--- src/rtl/binary_frame_packer.sv ---
// binary_frame_packer
//
// Packs a binary pixel stream (0x00/0xFF per pixel) into bytes for the
// dual-port image RAM, eight pixels per byte with the earliest pixel in the
// MSB. The RAM read side unpacks bit ~addr[2:0], so this ordering must hold.
//
// Ports:
//   clk         pixel clock
//   rst         asynchronous, active-high reset
//   pix_valid   input_data / pix_sof qualifier
//   pix_sof     marks the first pixel of a frame (only with pix_valid)
//   input_data  binary pixel, bit 7 carries the value
//   wraddress   RAM word address of the current write
//   data        packed byte for the RAM
//   wren        one-cycle RAM write strobe per completed byte
//   busy        high while a frame is being packed
//   frame_done  one-cycle pulse alongside the last write of a frame
//   frame_err   one-cycle pulse when a frame restarts before completion
module binary_frame_packer #(
  parameter int H_RES  = 640,
  parameter int V_RES  = 480,
  parameter int ADDR_W = 16
) (
  input  logic              clk,
  input  logic              rst,
  input  logic              pix_valid,
  input  logic              pix_sof,
  input  logic [7:0]        input_data,
  output logic [ADDR_W-1:0] wraddress,
  output logic [7:0]        data,
  output logic              wren,
  output logic              busy,
  output logic              frame_done,
  output logic              frame_err
);

  localparam int WORDS = H_RES * V_RES / 8;
  localparam logic [ADDR_W-1:0] LAST_WORD = ADDR_W'(WORDS - 1);

  localparam logic [0:0] IDLE   = 1'b0;
  localparam logic [0:0] ACTIVE = 1'b1;

  logic [0:0]        state;
  logic [2:0]        bit_cnt;
  logic [6:0]        shift;
  logic [ADDR_W-1:0] word_cnt;
  logic              pix;

  // Only bit 7 carries the pixel value.
  logic unused_bits;
  assign unused_bits = ^input_data[6:0];
  assign pix         = input_data[7];

  assign busy = (state == ACTIVE);

  always_ff @(posedge clk or posedge rst) begin
    if (rst) begin
      state      <= IDLE;
      bit_cnt    <= 3'd0;
      shift      <= 7'd0;
      word_cnt   <= '0;
      wraddress  <= '0;
      data       <= 8'h00;
      wren       <= 1'b0;
      frame_done <= 1'b0;
      frame_err  <= 1'b0;
    end else begin
      // Strobes default low; data/wraddress hold between writes.
      wren       <= 1'b0;
      frame_done <= 1'b0;
      frame_err  <= 1'b0;
      if (pix_valid) begin
        case (state)
          IDLE: begin
            // Pixels before the first start-of-frame are dropped.
            if (pix_sof) begin
              state    <= ACTIVE;
              shift    <= {6'd0, pix};
              bit_cnt  <= 3'd1;
              word_cnt <= '0;
            end
          end
          default: begin
            if (pix_sof) begin
              // Resync: the partial byte is discarded and the frame restarts
              // with this pixel as bit 7 of word 0.
              frame_err <= 1'b1;
              shift     <= {6'd0, pix};
              bit_cnt   <= 3'd1;
              word_cnt  <= '0;
            end else if (bit_cnt == 3'd7) begin
              data      <= {shift, pix};
              wraddress <= word_cnt;
              wren      <= 1'b1;
              bit_cnt   <= 3'd0;
              if (word_cnt == LAST_WORD) begin
                word_cnt   <= '0;
                state      <= IDLE;
                frame_done <= 1'b1;
              end else begin
                word_cnt <= word_cnt + 1'b1;
              end
            end else begin
              shift   <= {shift[5:0], pix};
              bit_cnt <= bit_cnt + 3'd1;
            end
          end
        endcase
      end
    end
  end

endmodule
--- config.mk ---
export PLATFORM = sky130hd
export DESIGN_NAME = binary_frame_packer
export DESIGN_NICKNAME = d
export VERILOG_FILES = /design/src/rtl/binary_frame_packer.sv
export SDC_FILE = /design/constraint.sdc
export NUM_CORES = 1
export LEC_CHECK = 0
export ABC_AREA = 1
export CAP_MARGIN = 20
export CORE_MARGIN = 3
export CORE_UTILIZATION = 45
export DETAILED_ROUTE_END_ITERATION = 10
export DONT_BUFFER_PORTS = 1
export GPL_TIMING_DRIVEN = 0
export PLACE_DENSITY_LB_ADDON = 0.2
export RECOVER_POWER = 25
export SYNTH_ARGS = -nofsm -noshare
export SYNTH_HDL_FRONTEND = slang
export SYNTH_SLANG_ARGS = --single-unit
--- constraint.sdc ---
create_clock -name clk -period 2 [get_ports clk]
set_clock_uncertainty 0.1 [all_clocks]
set_input_delay 0.3 -clock clk [delete_from_list [all_inputs] [get_ports clk]]
set_output_delay 0.3 -clock clk [all_outputs]
set_load 0.01 [all_outputs]
After elaboration in Yosys (flattened, before gate mapping)

Index checks and enable logic that the tools add are counted.

Latch bits: 0
Bits in writable memories: 0
Output and inout port bits: 28
Memory bits (read-only): 0
Register bits after elaboration: 54
Input bits: 12
Memories kept: 0
Logic and storage cells: 50

Bitwise logic cells: 1
Eq/ne operators: 3
Multipliers: 0
Shifts and indexed selects: 0
Magnitude comparators: 0
Multiplexer cells: 29
Reductions and logical operators: 6
Add/subtract/negate cells: 2
Divide/modulo/power cells: 0

Operator list:

| operator                                      | number |
|---|---|
| 2-to-1 mux 16 bit                             | 5 |
| 2-to-1 mux 7 bit                              | 4 |
| adder 16 x 1 -> 16 bit, second input constant | 1 |
| == test 16 bit, second input constant         | 1 |
| 2-to-1 mux 1 bit                              | 16 |
| 2-to-1 mux 3 bit                              | 4 |
| AND reduction 3 bit                           | 2 |
| AND reduction 4 bit                           | 1 |
| nonzero test 2 bit                            | 2 |
| adder 3 x 1 -> 3 bit, second input constant   | 1 |
| == test 3 bit, second input constant          | 1 |
| != test 2 bit, second input constant          | 1 |
| AND reduction 2 bit                           | 1 |
| inverter 1 bit                                | 1 |

Logic depth before layout (Yosys ltp)

Gate-level depths: netlist of run 1.

Depth after elaboration: 6
Mapped depth: 11

Least setup slack after synthesis of run 1

OpenSTA, ideal clock, no wires.

Kind: reg-to-reg
Start: reg bit_cnt[0]
End: reg word_cnt[9]
Period minus slack after synthesis: 1.608 ns
Arrival: 1.385 ns
Slack: 0.392 ns
Cell stages (with the launch flop): 10
Required time: 1.777 ns
Setup time: 0.123 ns
Cells stage by stage: dfrtp_1 -> ha_1 -> ha_1 -> nand3_1 -> nand2_1 -> buf_6 -> nand2_1 -> nor2_1 -> o21ai_0 -> nor2_1

Longest elaborated chain between the ends: 3

RTL lines:

| element                              | line | text |
|---|---|---|
| from (decl)                          | 44   | `logic [2:0] bit_cnt;` |
| from (signal assigned)               | 105  | `bit_cnt <= bit_cnt + 3'd1;` |
| == test 3 bit                        | 91   | `end else if (bit_cnt == 3'd7) begin` |
| nonzero test 2 bit (no source line)  | --   |  |
| AND reduction 3 bit (no source line) | --   |  |
| to (signal assigned)                 | 101  | `word_cnt <= word_cnt + 1'b1;` |
| to (decl)                            | 46   | `logic [ADDR_W-1:0] word_cnt;` |

Every way passes these cells.
A chain may end at the register's enable or synchronous reset.

Final worst setup path of run 1

Start: reg bit_cnt[1]
End: reg word_cnt[13]

Same word-level chain as after synthesis.

==> flow_summary.yaml, run 1 <==
cells_and_area:
  seqCellArea_um2: 1350
  nets: 309
  final_common_cell: "nand2_1"
  multiInputGateArea_um2: 871
  fill_cells: 470
  n_antenna_cell: 0
  drive_gt1_share_pct: 6.44
  syn_to_final_growth_pct: 9.38
  layout_common_cells: "nand2_1 (89), dfrtp_1 (54), nor2_1 (34)"
  fin_util_pct: 53.2
timing:
  max_slew_margin_pct: 40.7
  rsz0062_at_grt: "false"
  fin_crit_ns: 1.78
  fmax_mhz: 562
  tns_ns: 0
  worst_pin_slew_ns: 0.889
  setup_violations: 0
  drv_slew: 0
  post-route-period-util_pct: 89.0
  hold_violations: 0
power_and_ir_drop:
  pwr-share-clk_pct: 35.6
  p_int_w: 0.00156
  p_switching_w: 0.000478
  combPwrFrac_pct: 6.2
  powerDensity_nw_per_um2: 779
  ir_drop_uv: 387
  sequentialPowerShare_pct: 58.2
  p_sw_share_pct: 23.5
  leakage_nw: 1.28
global_routing:
  grt_pass1_vias: 1759
  grt_pass1_wl_um: 8180
  grt.overflow.total: 0
  grtUsageTotal_pct: 16.9
  antenna_found_initial: 0
  grt_max_degree: 33
clocking:
  cts_made_buffers: 5
  cts.sinks: 54
  cts_root_buffer: "clkbuf_8"
  htreeDepth: 2
  cts_tree: "done"
  cts_buffer_depth: 2
  clk_pin_slew_ns: 0.09
  cts_resized: 0
  insertion_delay_ns: 0.31
worst_setup_path:
  startpoint: "bit_cnt[1]"
  crit_top_cell: "nand2_1"
  crit_path_max_fanout: 10
  crit_end: "word_cnt[13]"
  r2r_slack_ns: 0.22
  slowest_delay_ns: 0.37
  cp.arrival_ns: 1.88
  crit_chain: "ha_1 -> ha_1 -> nand3_1 -> nand2_1 -> buf_6 -> nand2_1 -> nor2_1 -> nand2_1 -> nand2_1 -> nor2_1"
  end_kind: "flop"
  r2r-end: "word_cnt[13]"
  cp-start-kind: "flop"
  r2r_cells: 10
  cp_slowest_cell: "dfrtp_1"
  timing.rr.start: "bit_cnt[1]"
  crit_required_ns: 2.11
  path_class: "reg -> reg"
synth:
  syn_area_um2: 2390
  synth_top_cell_area_share_pct: 56.6
  synth_area_per_cell_um2: 8.38
  ys_types: 21
  ys_seq_area_share_pct: 56.6
  yosysTopAreaCell: "dfrtp_1"
  yosysWarnings: 0
  synthCells: 285
  ys_ff_latch: 54
  synth_area_leaders: "dfrtp_1 (57%), nand2_1 (14%), o21ai_0 (6.3%)"
  synthesis.nets: 300
die:
  die_area_um2: 6210
  start_util_pct: 48.6
  rows: 25
  die_h_um: 78.8
  die_w_um: 78.8
  core_um2: 4910
  num_io_pins: 40
place:
  dpl.hpwl_um: 3380
  place.gp.congestion: 0.812
  portBuffers: 0
routing:
  ant_nets: 0
  dr.pass1.iters: 4
  post_drt_via_cell_ratio: 5.02
  post-route-drc-count: 0
  num_vias: 1816
  avgRoutedWirePerCell_um: 12.9
  drt_iter0_markers: 92
  drt-total-wl_um: 4680
hold_path:
  worstHoldPathCells: 2
  min_path_type: "in -> reg"
run:
  cap_violations: 0
outcome:
  status: "completed"
[power groups by stage]
| stage | clock (W) | combinational [W] | sequential, W |
|---|---|---|---|
| 2_1_floorplan | 0 | 0.0000956 | 0.00120 |
| 3_3_place_gp | 0 | 0.000118 | 0.00120 |
| 3_5_place_dp | 0 | 0.000127 | 0.00121 |
| 4_1_cts | 0.000749 | 0.000130 | 0.00118 |
| 5_1_grt | 0.000793 | 0.000149 | 0.00119 |
| 6_report | 0.000725 | 0.000126 | 0.00118 |
[synth_stat cells]
cell type / n
inv_2: 1
nand2_1: 89
clkbuf_1: 1
nor2_4: 2
nor2_1: 34
dfrtp_1: 54
xor2_1: 6
clkinv_1: 1
nand2_2: 1
buf_4: 1
o21ai_0: 30
nand4_1: 1
a21oi_1: 6
buf_2: 3
nand3_2: 1
nor3_1: 2
nand3_1: 15
ha_1: 3
inv_1: 32
buf_6: 1
a21oi_2: 1
[stage by stage]
stage / instances / hold slack, ns / setup WS, ns / cell area, µm² / power, W
finish: 362 / 0.0351 / 0.220 / 2610 / 0.00203
global route: 362 / 0.0434 / 0.0524 / 2610 / 0.00213
CTS: 362 / 0.0274 / 0.216 / 2610 / 0.00206
detailed placement: 353 / 0.140 / 0.232 / 2490 / 0.00133
global placement: 352 / 0.354 / -0.284 / 2470 / 0.00132
floorplan: 285 / 0.338 / 0.285 / 2390 / 0.00129
[flip-flops by register name, indices dropped and copies added (netlist names)]
| name | count |
|---|---|
| word_cnt | 16 |
| wraddress | 16 |
| data | 8 |
| shift | 7 |
| bit_cnt | 3 |
| busy | 1 |
| frame_done | 1 |
| frame_err | 1 |
| wren | 1 |
[metal layers]
layer  share of wire (%)  track usage (%)  vias up
met4                 1.7             6.70        0
met2                  45             26.2       44
li1                    -                -      898
met1                  48             23.1      866
met3                 5.5             3.97        8
met5                   0                0        -
[area by class of cell]
| class | instances | area share (%) |
|---|---|---|
| clock inverters | 2 | 1.44 |
| inverters | 34 | 4.89 |
| repair buffers | 2 | 1.15 |
| well taps | 67 | 3.21 |
| clock buffers | 6 | 2.78 |
| multi-input cells | 191 | 33.3 |
| plain buffers | 6 | 1.44 |
| flip-flops and latches | 54 | 51.7 |
[timing repair]
item | in CTS | in global routing
setup buffers | 0 | 0
hold buffers | 1 | 0
hold endpoints to repair | 22 | 0
[cell families after synthesis]
group           synth area share (%)
simple gates                    24.8
xor+xnor                        2.20
buf+inv                         6.92
fa+ha+maj                       1.57
compound gates                  7.91
flops                           56.6
[worst min path at each step]
stage	slack, ns	from	end
after floorplan	0.34	input_data[7]	shift[0]
after global placement	0.35	pix_valid	bit_cnt[2]
after detailed placement	0.14	rst	bit_cnt[1]
after CTS	0.03	pix_valid	bit_cnt[2]
after global routing	0.04	input_data[7]	shift[0]
final	0.04	pix_valid	bit_cnt[2]
[critical path, delay by kind of cell (launching register included)]
kind | cells | cell delay (ns)
adder cells (fa/ha/maj) | 2 | 0.39
flip-flops | 1 | 0.37
buffers and inverters | 1 | 0.16
AND/OR/NAND/NOR | 7 | 0.67
No activity file was read; power rests on OpenSTA's default activity.
==> run 2, diff against run 1 <==
--- a/config.mk
+++ b/config.mk
@@ -14,6 +14,7 @@
 export GPL_TIMING_DRIVEN = 0
 export PLACE_DENSITY_LB_ADDON = 0.2
 export RECOVER_POWER = 25
+export SLEW_MARGIN = 20
 export SYNTH_ARGS = -nofsm -noshare
 export SYNTH_HDL_FRONTEND = slang
 export SYNTH_SLANG_ARGS = --single-unit
==> run 2 against run 1 <==
Net effect:
- non-clock buffer count is 1 lower
- global-route usage is 0.057 points lower
- maximum frequency is 0.33% lower
- largest cell class unchanged
- clock power hardly changed
- sequential share of layout area is 0.35 points higher
- wire length hardly changed
- total power is 0.21% lower
- combinational power is 3% lower
- die area stayed put
- final cell count is 0.28% lower
- critical path depth is 2 lower
- largest power group unchanged
==> flow_summary.yaml, run 2 (same netlist as run 1, synthesis figures left out) <==
timing:
  worst_pin_slew_ns: 1.11
  fin_crit_ns: 1.79
  max_slew_margin_pct: 25.9
  holdWs_ns: 0.0386
  hold_violations: 0
  drv_slew: 0
  post-route-period-util_pct: 89.3
  rsz0062_at_grt: "false"
  fmax_mhz: 560
  setup_violations: 0
cells_and_area:
  nets: 308
  layout_common_cells: "nand2_1 (89), dfrtp_1 (54), nor2_1 (33)"
  final_common_cell: "nand2_1"
  syn_to_final_growth_pct: 8.65
  instances_no_fill: 361
  design_area_um2: 2590
  drive_gt1_share_pct: 6.80
  reg_top3: "word_cnt: 16 flops, wraddress: 16 flops, data: 8 flops"
  n_antenna_cell: 0
routing:
  ant_nets: 0
  num_vias: 1762
  post-route-drc-count: 0
  drt_iter0_markers: 77
  drt-total-wl_um: 4680
  post_drt_via_cell_ratio: 4.88
  dr.pass1.iters: 4
  avgRoutedWirePerCell_um: 13.0
global_routing:
  grt_max_degree: 55
  grtUsageTotal_pct: 16.9
  grt.overflow.total: 0
  antenna_found_initial: 0
  grt_pass1_wl_um: 8200
  grt_pass1_vias: 1741
outcome:
  status: "completed"
worst_setup_path:
  cp-start-kind: "flop"
  cp_slowest_cell: "dfrtp_1"
  end_kind: "flop"
  path_class: "reg -> reg"
  crit_path_max_fanout: 10
  cp.arrival_ns: 1.88
  slowest_delay_ns: 0.37
  crit_family: "simple AND/OR/NAND/NOR gates"
  worstPathBufferInverterCount: 2
  crit_chain: "ha_1 -> ha_1 -> nand3_1 -> nand2_1 -> buf_6 -> nand2_2 -> inv_1 -> nor2_1"
  crit_top_cell: "ha_1"
  crit_required_ns: 2.10
power_and_ir_drop:
  p_switching_w: 0.000478
  p_int_w: 0.00155
  ir_drop_uv: 401
  leakage_nw: 1.27
  sequentialPowerShare_pct: 58.3
  p_sw_share_pct: 23.5
  powerDensity_nw_per_um2: 783
  combPwrFrac_pct: 6.0
  pwr-share-clk_pct: 35.7
clocking:
  cts_buffer_depth: 2
  cts_tree: "done"
  insertion_delay_ns: 0.31
  cts_made_buffers: 5
  htreeDepth: 2
  cts_root_buffer: "clkbuf_8"
  cts.sinks: 54
  clk_pin_slew_ns: 0.10
  postCtsSetupRepairBufs: 0
die:
  core_um2: 4910
  rows: 25
  die_area_um2: 6210
  num_io_pins: 40
  die_h_um: 78.8
  die_w_um: 78.8
  start_util_pct: 48.6
place:
  place.gp.congestion: 0.812
  place_inst: 352
  portBuffers: 0
  dpl.hpwl_um: 3260
  place_area_um2: 2470
hold_path:
  min_path_type: "in -> reg"
run:
  cap_violations: 0
## run 2: cell count changes in the layout (fill, tap and decap cells not counted), sizes merged
cell / before / now
buf: 6 / 5
## run 2: final cells by class
| type | instances | area, µm² |
|---|---|---|
| clock buffers | 6 | 72.6 |
| clock inverters | 2 | 37.5 |
| flip-flops and latches | 54 | 1350 |
| plain buffers | 6 | 37.5 |
| multi-input cells | 191 | 873 |
| fillers | 456 | 2320 |
| well taps | 67 | 83.8 |
| inverters | 34 | 128 |
| repair buffers | 1 | 10.0 |
## run 2: worst register-to-register path: cells and delay by family (launching register included)
kind,cells,cell delay (ns)
adders and majority gates,2,0.40
buffers and inverters,2,0.39
and+or+nand+nor,4,0.43
DFF,1,0.37
## run 2: power by group through the flow
stage,clock network (W),registers [W],logic (W)
global placement,0,0.00120,0.000118
global route,0.000795,0.00119,0.000144
CTS,0.000746,0.00118,0.000125
finish,0.000724,0.00118,0.000122
floorplan,0,0.00120,0.0000956
detailed placement,0,0.00121,0.000121
## run 2: final timing paths
check,from,to,slack [ns],cells after the start
hold reg to reg,bit_cnt[2],bit_cnt[2],0.39,2
setup reg to reg,bit_cnt[1],word_cnt[8],0.21,8
setup / recovery,bit_cnt[1],word_cnt[8],0.21,8
hold / removal,pix_valid,bit_cnt[2],0.04,2
max in group asynchronous,rst,word_cnt[13],0.49,2
min in group asynchronous,rst,bit_cnt[0],0.63,2
## run 2: routing by layer
| metal | global-route usage [%] | share of wire [%] | vias up |
|---|---|---|---|
| met5 | 0 | 0 | - |
| met4 | 5.15 | 1.2 | 0 |
| met3 | 4.54 | 4.7 | 8 |
| met2 | 26.1 | 44 | 35 |
| met1 | 23.3 | 50 | 816 |
| li1 | - | - | 903 |
## run 2: repair_timing
action                                  in CTS  in global routing
endpoints found under the setup margin       0                  1
gates resized for setup                      0                  1
endpoints found under the hold margin       54                  0
hold buffers                                 1                  0
## run 2: stage by stage
step / util, % / power, W / setup TNS [ns] / setup slack (ns)
after floorplan: - / 0.00129 / 0 / 0.285
after global placement: 50.3 / 0.00132 / -15.21 / -0.284
final: 52.8 / 0.00203 / 0 / 0.214
after CTS: 52.8 / 0.00205 / 0 / 0.177
after global routing: 52.8 / 0.00213 / 0 / 0.0459
after detailed placement: 50.4 / 0.00133 / 0 / 0.225
